<file path="config.mk">
export PLATFORM = sky130hd
export DESIGN_NAME = inv_mixcolumns_stage
export DESIGN_NICKNAME = d
export VERILOG_FILES = /design/src/rtl/inv_mixcolumns_stage.sv
export SDC_FILE = /design/constraint.sdc
export NUM_CORES = 1
export LEC_CHECK = 0
export ABC_AREA = 0
export CAP_MARGIN = 15
export CORE_ASPECT_RATIO = 1.5
export CORE_MARGIN = 10
export CORE_UTILIZATION = 59
export CTS_BUF_LIST = sky130_fd_sc_hd__clkbuf_4 sky130_fd_sc_hd__clkbuf_8
export CTS_CLUSTER_DIAMETER = 200
export DETAILED_ROUTE_END_ITERATION = 10
export GPL_TIMING_DRIVEN = 0
export HOLD_SLACK_MARGIN = 0.15
export PLACE_DENSITY = 0.83
export RECOVER_POWER = 25
export SETUP_SLACK_MARGIN = 0.3
export SYNTH_ARGS = -nofsm -noshare
export SYNTH_HDL_FRONTEND = slang
export SYNTH_SLANG_ARGS = --single-unit
</file>
<file path="constraint.sdc">
create_clock -name clk -period 2.43 [get_ports clk]
set_clock_uncertainty 0.1 [all_clocks]
set_input_delay 0.243 -clock clk [delete_from_list [all_inputs] [get_ports clk]]
set_output_delay 0.243 -clock clk [all_outputs]
set_load 0.03 [all_outputs]
</file>
<file path="src/rtl/inv_mixcolumns_stage.sv">
// inv_mixcolumns_stage: two-stage pipelined AES InvMixColumns with final-round bypass and valid/ready flow control
module inv_mixcolumns_stage #(
   parameter int DATA_W    = 128,
   parameter bit BYPASS_EN = 1'b1
) (
   input  logic              clk,
   input  logic              rst,
   input  logic              in_valid,
   output logic              in_ready,
   input  logic [DATA_W-1:0] in_data,
   input  logic              in_last,
   output logic              out_valid,
   input  logic              out_ready,
   output logic [DATA_W-1:0] out_data,
   output logic              out_last,
   output logic              busy
);
   function automatic logic [7:0] xtime(input logic [7:0] b);
      return {b[6:0], 1'b0} ^ (b[7] ? 8'h1b : 8'h00);
   endfunction
   logic              s1_valid, s2_valid, s1_last, s2_last;
   logic              s1_load, s2_load;
   logic [DATA_W-1:0] s1_x1, s1_x2, s1_x4, s1_x8, s2_data;
   logic [DATA_W-1:0] x2_d, x4_d, x8_d, mix_d;
   assign s2_load   = out_ready | ~s2_valid;
   assign s1_load   = s2_load | ~s1_valid;
   assign in_ready  = s1_load;
   assign out_valid = s2_valid;
   assign out_data  = s2_data;
   assign out_last  = s2_last;
   assign busy      = s1_valid | s2_valid;
   for (genvar b = 0; b < 16; b++) begin : g_xt
      assign x2_d[8*b +: 8] = xtime(in_data[8*b +: 8]);
      assign x4_d[8*b +: 8] = xtime(x2_d[8*b +: 8]);
      assign x8_d[8*b +: 8] = xtime(x4_d[8*b +: 8]);
   end
   // row r of each column takes 0e,0b,0d,09 times rows r, r+1, r+2, r+3 (mod 4)
   for (genvar c = 0; c < 4; c++) begin : g_col
      for (genvar r = 0; r < 4; r++) begin : g_row
         localparam int P0 = 127 - 32*c - 8*r;
         localparam int P1 = 127 - 32*c - 8*((r+1)%4);
         localparam int P2 = 127 - 32*c - 8*((r+2)%4);
         localparam int P3 = 127 - 32*c - 8*((r+3)%4);
         assign mix_d[P0 -: 8] = (s1_x8[P0 -: 8] ^ s1_x4[P0 -: 8] ^ s1_x2[P0 -: 8])
                               ^ (s1_x8[P1 -: 8] ^ s1_x2[P1 -: 8] ^ s1_x1[P1 -: 8])
                               ^ (s1_x8[P2 -: 8] ^ s1_x4[P2 -: 8] ^ s1_x1[P2 -: 8])
                               ^ (s1_x8[P3 -: 8] ^ s1_x1[P3 -: 8]);
      end
   end
   // stage 1: capture per-byte multiples of the accepted state
   always_ff @(posedge clk) begin
      if (!rst) begin
         s1_valid <= 1'b0;
         s1_last  <= 1'b0;
         s1_x1    <= '0;
         s1_x2    <= '0;
         s1_x4    <= '0;
         s1_x8    <= '0;
      end else begin
         if (s1_load) s1_valid <= in_valid;
         if (s1_load && in_valid) begin
            s1_last <= in_last;
            s1_x1   <= in_data;
            s1_x2   <= x2_d;
            s1_x4   <= x4_d;
            s1_x8   <= x8_d;
         end
      end
   end
   // stage 2: combine multiples into the column result, or pass the state through on a bypassed last round
   always_ff @(posedge clk) begin
      if (!rst) begin
         s2_valid <= 1'b0;
         s2_last  <= 1'b0;
         s2_data  <= '0;
      end else begin
         if (s2_load) s2_valid <= s1_valid;
         if (s2_load && s1_valid) begin
            s2_last <= s1_last;
            s2_data <= (BYPASS_EN && s1_last) ? s1_x1 : mix_d;
         end
      end
   end
endmodule

</file>
==> impl_metrics.yaml, run 1 <==
global_route:
  grt_first_pass_wirelength_mm: 127
  grt_overflow: 0
  busiest_layer: "met2"
  met2_usage_pct: 58.2
  grt.met3_usage_pct: 6.80
  grt_pass1_vias: 21200
  antenna_found_initial: 3
  grt_max_degree: 11
  track_usage_pct: 34.4
  use_met1_pct: 38.1
yosys:
  syn_inst: 2574
  ys_warn_count: 0
  synth_area_per_cell_um2: 9.25
  syn_nets: 2707
  ys_seq_area_share_pct: 34.0
  ys_seq_elements: 404
  synth_cell_type_count: 35
  syn-cell-area_mm2: 0.0238
final_layout:
  stdcell_count: 3492
  areaGrowthSynthToFinish_pct: 22.7
  final_layout_size_suffix_gt1_share_pct: 9.26
  fin_nets: 3065
  fillers: 3121
  fin_util_pct: 72.8
pwr:
  peakVddDrop_mv: 0.619
  p_leak_nw: 12.4
  p_per_area_mw_per_mm2: 780
worst_setup_path:
  required_ps: 2860
  cp-end-kind: "flip-flop"
  cp.arrival_ps: 2700
  reg2regPathDepth: 7
  r2r_slack_ps: 160
  r2r_start: "s1_valid"
  critPathLaunchType: "flip-flop"
  regToRegEndpoint: "s1_x1[11]"
  critPathKind: "flip-flop to flip-flop"
  path_max_fanout: 10
clocking:
  cts.sinks: 404
  clockRootBuffer: "clkbuf_8"
  tritoncts: "built"
  clockBufferDepth: 3
  path_clk_slew_ps: 70
  htreeDepth: 3
  cts_buffers: 67
  postCtsSetupBuffers: 0
  insertion_delay_ps: 640
placed_design:
  dp_cells: 3324
  place_ws_ps: -858
  port_buffers: 244
  gp_congestion: 0.950
  hpwl_mm: 65.3
detailed_routing:
  drt_iter0_drc: 1723
  routed_wl_mm: 86.2
  firstDrtPassIters: 6
  vias: 20600
  wire_per_inst_um: 24.7
  viasPerCell: 5.90
  antenna_violating_nets_post_route: 0
  drc: 0
timing:
  worstMarginPinSlew_ps: 1150
  setup_viol: 0
  period_needed_ps: 2270
  setup_slack_ps: 162
  slew_headroom_pct: 23.2
  grt_setup_unrepaired: "true"
  fin_crit_sh_pct: 93.3
  timing.fmax_ghz: 0.441
  maxSlewViolCount: 0
  finalHoldViolCount: 0
  holdWs_ps: 170
floorplan:
  num_rows: 90
  start_util_pct: 59.4
  die_area_mm2: 0.0489
  die_y_um: 266
  die_w_um: 184
  core_area_mm2: 0.0401
  io-pin-count: 265
worst_hold_path:
  worstHoldStart: "in_data[68]"
  min_path_cells: 3
  min_to: "s1_x1[68]"
  hp-class: "input port to flip-flop"
outcome:
  status: "finished, final reports clean"
run:
  max_cap_violations: 0
-- final cells by class --
type / instances / area [um2] / share of cell area [%]
clock inverter: 14 / 200 / 0.686
multi-input combinational: 1933 / 15000 / 51.3
antenna: 4 / 10.0 / 0.0343
clock buffer: 105 / 1340 / 4.59
sequential: 404 / 8090 / 27.7
buffer: 224 / 1040 / 3.55
tap: 506 / 633 / 2.17
inverter: 13 / 48.8 / 0.167
timing repair buffer: 289 / 2870 / 9.84
-- worst max-delay path by stage --
stage / start / to / slack [ps] / cells after the start
floorplan: out_valid / s1_x2[76] / 300 / 6
global placement: out_ready / out_data[38] / -740 / 8
detailed placement: out_ready / s1_x4[100] / -860 / 8
CTS: s1_x1[38] / out_data[32] / 300 / 6
global route: out_valid / out_data[26] / 110 / 6
finish: s1_valid / s1_x1[11] / 160 / 7
-- cells by family after synthesis --
| logic type | synth area share, % |
|---|---|
| xor gates and xnor gates | 34.2 |
| and+or+nand+nor | 11.4 |
| AOI/OAI and AO/OA | 16.4 |
| DFF | 34.0 |
| buffers and inverters | 3.85 |
| muxes | 0.252 |
-- per-stage QoR --
step	TNS (ps)	total power, mW	area, um2
CTS	0	22.6	29000
global placement	-170350	15.5	26900
finish	0	22.8	29200
global route	0	23.6	29200
floorplan	0	13.4	23800
detailed placement	-192590	15.6	26900
-- Yosys cell counts --
master	n	area, um2
xnor2_1	460	4030
nand2_1	408	1530
dfxtp_1	404	8090
xor2_1	205	1800
clkbuf_1	192	721
a21boi_0	170	1280
a21oi_1	112	561
o211a_1	105	1050
xnor3_1	83	1870
nor2_1	79	297
nand3b_1	60	450
o211ai_1	59	443
o21ai_0	42	210
nor3b_1	41	308
o21ai_1	35	175
buf_2	20	100
inv_1	13	48.8
and2_1	12	75.1
o21a_1	12	90.1
xnor2_2	12	195
a31oi_1	11	68.8
buf_1	11	41.3
xor3_1	8	190
mux2i_1	6	60.1
a211oi_1	2	15.0
nand2b_1	2	12.5
xor2_2	2	32.5
a221oi_1	1	8.76
and3_1	1	6.26
clkbuf_2	1	5.00
nand3_1	1	5.00
nor2b_1	1	6.26
nor3_1	1	5.00
or2_2	1	6.26
xor3_2	1	25.0
-- metal layers --
metal	routed length [um]	up-vias
met4	6180	0
met1	31700	9908
met2	41600	1125
met3	6690	313
li1	-	9250
met5	0	-
-- flip-flops by register name, summed over array words and instances, names as in the netlist --
signal	cells
out_data	128
out_last	1
out_valid	1
s1_last	1
s1_valid	1
s1_x1	127
s1_x2	49
s1_x4	48
s1_x8	48
-- power breakdown --
group	leakage (nW)	internal [mW]	switching (mW)	total [mW]
registers	3.34	7.19	0.539	7.73
clock network	0.809	4.04	2.98	7.01
logic	8.25	3.87	4.17	8.04
total	12.4	15.1	7.68	22.8
-- critical path, cell delays in order (launching register included) --
cell	delay [ps]
dfxtp_1	350
nand3b_1	190
and2_0	240
clkbuf_2	220
clkbuf_2	420
clkbuf_2	320
nand2_1	80
a21boi_0	240
-- placed cells by master (no fill, tap or decap), types with 6 or more instances in the layout --
cell type	n
xnor3_1	82
nand2_1	406
nor2_1	78
o211a_1	105
mux2i_1	6
xnor2_1	452
xor2_1	197
inv_1	13
a21boi_0	170
clkbuf_2	74
o21ai_0	42
xnor2_2	18
clkinv_2	7
clkdlybuf4s50_1	238
a31oi_1	11
and2_1	7
clkbuf_1	106
xor2_2	9
nand3b_1	60
dlygate4sd3_1	46
o211ai_1	59
o21ai_1	35
nor3b_1	41
xor3_1	8
o21a_1	12
buf_2	28
dfxtp_1	403
a21oi_1	112
clkbuf_4	33
clkbuf_8	88
-- repair_timing --
| item | CTS | global route |
|---|---|---|
| hold buffers | 45 | 0 |
| hold endpoints to repair | 93 | 0 |
| pin swaps | 0 | 0 |
| endpoints found under the setup margin | 387 | 342 |
| gates resized for setup | 94 | 101 |
No activity file was read; power rests on OpenSTA's default activity.
==> inputs of run 2 (changes only) <==
Settings changed: MAX_ROUTING_LAYER set to met4.
==> impl_metrics.yaml, run 2 (synthesis gave the netlist of run 1 again) <==
placed_design:
  port_buffers: 244
  gp_congestion: 0.985
  dp_cells: 3324
  place_ws_ps: -845
  placed_cell_area_mm2: 0.0269
  hpwl_mm: 65.3
worst_setup_path:
  max_stage_delay_ps: 460
  worst-path-buf-inv: 3
  crit_path_start: "s1_valid"
  r2r_start: "s1_valid"
  cpMaxStageDelayCell: "clkbuf_1"
  path_max_fanout: 10
  required_ps: 2890
  cp-end-kind: "flip-flop"
  critPathKind: "flip-flop to flip-flop"
  r2r_slack_ps: 140
  cp.arrival_ps: 2740
  path_delay_family: "buffers and inverters"
  path_cells: "nand3b_1 -> and2_1 -> clkbuf_2 -> buf_4 -> clkbuf_1 -> nand2_1 -> a21boi_0"
  critPathLaunchType: "flip-flop"
global_route:
  antenna_found_initial: 2
  grt_first_pass_wirelength_mm: 127
  track_usage_pct: 35.3
  grt_max_degree: 11
  grt_pass1_vias: 21100
  grt_overflow: 0
timing:
  grt_setup_unrepaired: "true"
  holdWs_ps: 169
  period_needed_ps: 2290
  timing.fmax_ghz: 0.437
  worstMarginPinSlew_ps: 1160
  maxSlewViolCount: 0
  fin_crit_sh_pct: 94.2
  finalHoldViolCount: 0
  setup_viol: 0
  tns_ps: 0
  slew_headroom_pct: 22.9
  setup_slack_ps: 141
outcome:
  status: "finished, final reports clean"
pwr:
  p_sw_mw: 7.67
  p_per_area_mw_per_mm2: 769
  p_leak_nw: 12.4
  p_clk_share_pct: 29.5
  p_sw_share_pct: 34.3
  p_int_mw: 14.7
  power_mw: 22.4
  combPwrFrac_pct: 36.0
  pwr-share-seq_pct: 34.6
  peakVddDrop_mv: 0.619
clocking:
  tritoncts: "built"
  clockRootBuffer: "clkbuf_8"
  cts.sinks: 404
  clockBufferDepth: 3
  insertion_delay_ps: 650
  htreeDepth: 3
  cts_buffers: 67
  path_clk_slew_ps: 70
final_layout:
  largest_register_ff_count: 128
  fin_util_pct: 72.5
  mostFrequentLayoutCells: "xnor2_1, nand2_1, dfxtp_1"
  final_common_cell: "xnor2_1"
  final_cell_area_mm2: 0.0291
  final_layout_size_suffix_gt1_share_pct: 8.95
  fin_nets: 3070
  areaGrowthSynthToFinish_pct: 22.1
  stdcell_count: 3491
detailed_routing:
  wire_per_inst_um: 24.7
  vias: 20600
  firstDrtPassIters: 8
  antenna_violating_nets_post_route: 0
  routed_wl_mm: 86.2
  drc: 0
  drt_iter0_drc: 1701
  viasPerCell: 5.89
worst_hold_path:
  worstHoldStart: "in_data[73]"
  hp-class: "input port to flip-flop"
floorplan:
  start_util_pct: 59.4
  die_area_mm2: 0.0489
  io-pin-count: 265
  die_w_um: 184
  num_rows: 90
  core_area_mm2: 0.0401
  die_y_um: 266
run:
  max_cap_violations: 0
-- run 2: worst paths after layout --
| kind | cells after the start | end |
|---|---|---|
| setup / recovery | 7 | s1_x1[102] |
| hold / removal | 3 | s1_x1[73] |
| setup reg to reg | 7 | s1_x1[102] |
| hold reg to reg | 2 | s1_x8[84] |
-- run 2: what timing repair did --
| action | CTS | global route |
|---|---|---|
| endpoints found under the hold margin | 99 | 0 |
| gates resized for setup | 93 | 103 |
| pin swaps | 0 | 2 |
| setup endpoints to repair | 389 | 338 |
| setup buffers | 0 | 2 |
| hold buffers | 48 | 0 |
-- run 2: power groups by stage --
stage               registers, mW  logic, mW  clock network, mW
floorplan                    8.14       5.22                  0
global placement             7.82       7.68                  0
detailed placement           7.84       7.78                  0
CTS                          7.70       7.93               6.57
global route                 7.77       8.47               6.84
finish                       7.73       8.04               6.59
-- run 2: metal layers --
metal	up-vias	track usage, %	share of wire, %
met2	1046	58.1	49
met5	-	-	0
li1	9269	-	-
met1	9936	38.1	37
met3	324	5.95	7.7
met4	0	24.6	7.2
-- run 2: final cells by class --
type,instances,area [um2]
multi-input cells,1933,14900
clock buffers,100,1260
plain buffers,224,1020
inverters,13,48.8
diodes,2,5.00
well taps,506,633
fillers,3135,11000
flip-flops and latches,404,8090
clock inverters,15,158
repair buffers,294,2930
-- run 2: worst reg2reg max path, delay by kind of cell (launching register included) --
| kind | cells | cell delay [ps] |
|---|---|---|
| compound gates | 1 | 190 |
| buf+inv | 3 | 940 |
| simple gates | 3 | 600 |
| flops | 1 | 350 |
==> inputs of run 3 (changes only) <==
Settings changed: TNS_END_PERCENT set to 100.
Clock period 2.43 ns to 2.55 ns, I/O delays scaled along.
==> impl_metrics.yaml, run 3 (synthesis gave the netlist of run 1 again) <==
detailed_routing:
  wire_per_inst_um: 24.9
  viasPerCell: 5.91
  drc: 0
  antenna_violating_nets_post_route: 0
  firstDrtPassIters: 7
  vias: 20600
  drt_iter0_drc: 2029
  routed_wl_mm: 86.7
final_layout:
  mostFrequentLayoutCells: "xnor2_1, nand2_1, dfxtp_1"
  final_common_cell: "xnor2_1"
  fin_nets: 3064
  largest_register_ff_count: 128
  final_layout_size_suffix_gt1_share_pct: 7.86
  areaGrowthSynthToFinish_pct: 21.4
clocking:
  insertion_delay_ps: 660
  path_clk_slew_ps: 70
  clockRootBuffer: "clkbuf_8"
  cts.sinks: 404
  postCtsSetupBuffers: 0
  tritoncts: "built"
  htreeDepth: 3
  clockBufferDepth: 3
  cts_buffers: 66
worst_setup_path:
  path_cells: "nand2b_1 -> and2_1 -> clkbuf_2 -> clkbuf_2 -> clkbuf_1 -> o21ai_0 -> a21oi_1"
  cp_common_cell: "clkbuf_2"
  critPathKind: "flip-flop to flip-flop"
  path_max_fanout: 10
  max_stage_delay_ps: 580
  r2r_slack_ps: 180
  regToRegEndpoint: "out_data[0]"
  critPathLaunchType: "flip-flop"
  r2r_start: "out_valid"
  required_ps: 3030
  reg2regPathDepth: 7
  cpMaxStageDelayCell: "clkbuf_1"
  cp-end-kind: "flip-flop"
  cp.arrival_ps: 2850
floorplan:
  io-pin-count: 265
  die_w_um: 184
  core_area_mm2: 0.0401
  die_y_um: 266
  num_rows: 90
  die_area_mm2: 0.0489
  start_util_pct: 59.4
timing:
  slew_headroom_pct: 20.8
  timing.fmax_ghz: 0.421
  worstMarginPinSlew_ps: 1190
  finalHoldViolCount: 0
  grt_setup_unrepaired: "true"
  maxSlewViolCount: 0
  period_needed_ps: 2370
  setup_viol: 0
  fin_crit_sh_pct: 93.1
  tns_ps: 0
placed_design:
  gp_congestion: 0.990
  port_buffers: 244
  hpwl_mm: 65.3
global_route:
  antenna_found_initial: 2
  grt_pass1_vias: 21100
  grt_overflow: 0
  track_usage_pct: 35.5
  grt_max_degree: 11
  grt_first_pass_wirelength_mm: 128
pwr:
  p_sw_mw: 7.26
  p_sw_share_pct: 34.2
  p_per_area_mw_per_mm2: 734
  pwr-share-seq_pct: 34.7
  peakVddDrop_mv: 0.462
  power_mw: 21.2
  p_clk_share_pct: 29.5
  combPwrFrac_pct: 35.8
  p_leak_nw: 12.5
  p_int_mw: 13.9
worst_hold_path:
  hp-class: "input port to flip-flop"
  min_to: "s1_x1[73]"
  worstHoldStart: "in_data[73]"
  min_path_cells: 3
run:
  max_cap_violations: 0
outcome:
  status: "finished, final reports clean"
run 3: worst max path at each step:
stage	startpoint	to	slack (ps)	cells after the start
2_1_floorplan	out_valid	s1_x2[17]	390	6
4_1_cts	s1_valid	s1_x2[97]	280	6
6_report	out_valid	out_data[0]	180	7
3_5_place_dp	out_ready	s1_x4[116]	-780	8
5_1_grt	out_valid	out_data[10]	140	7
3_3_place_gp	out_ready	out_data[38]	-670	8
run 3: timing repair:
item	in CTS	in global routing
hold endpoints to repair	84	0
hold buffers	45	0
gates resized for setup	56	84
setup endpoints to repair	369	306
pin swaps	0	1
run 3: per-layer routing:
metal	GRT usage [%]	part of all wire [%]	wire (um)	vias to the layer above
met4	22.8	6.8	5920	0
met5	-	0	0	-
li1	-	-	-	9247
met2	58.9	49	42600	1044
met1	38.5	37	31700	9980
met3	6.15	7.5	6470	329
run 3: stage by stage:
stage | cell area (um2) | util [%] | instances | setup slack [ps] | hold WS (ps)
4_1_cts | 28800 | 71.9 | 3483 | 282 | 152
2_1_floorplan | 23800 | - | 2574 | 391 | 294
3_3_place_gp | 26900 | 67.0 | 3324 | -672 | 356
3_5_place_dp | 26900 | 67.0 | 3324 | -785 | 363
6_report | 28900 | 72.1 | 3485 | 175 | 149
5_1_grt | 28900 | 72.1 | 3485 | 139 | 187
run 3: area by class of cell:
type                            count  area, um2
Sequential cell                   404       8090
Tap cell                          506        633
Clock buffer                      104       1280
Antenna cell                        2       5.00
Multi-Input combinational cell   1933      14800
Inverter                           13       48.8
Timing Repair Buffer              289       2880
Buffer                            224        990
Clock inverter                     10        130
Fill cell                        3108      11200
run 3: power groups by stage:
stage | clock (mW) | combinational (mW) | sequential [mW]
2_1_floorplan | 0 | 4.97 | 7.76
3_3_place_gp | 0 | 7.33 | 7.45
3_5_place_dp | 0 | 7.42 | 7.47
4_1_cts | 6.26 | 7.55 | 7.34
5_1_grt | 6.50 | 8.03 | 7.39
6_report | 6.25 | 7.60 | 7.35
run 3: worst max-delay path, delay by kind of cell (launching register included):
kind,cells,cell delay [ps]
AO/OA/AOI/OAI,2,330
buffers and inverters,3,1280
flip-flops,1,340
AND/OR/NAND/NOR,2,260
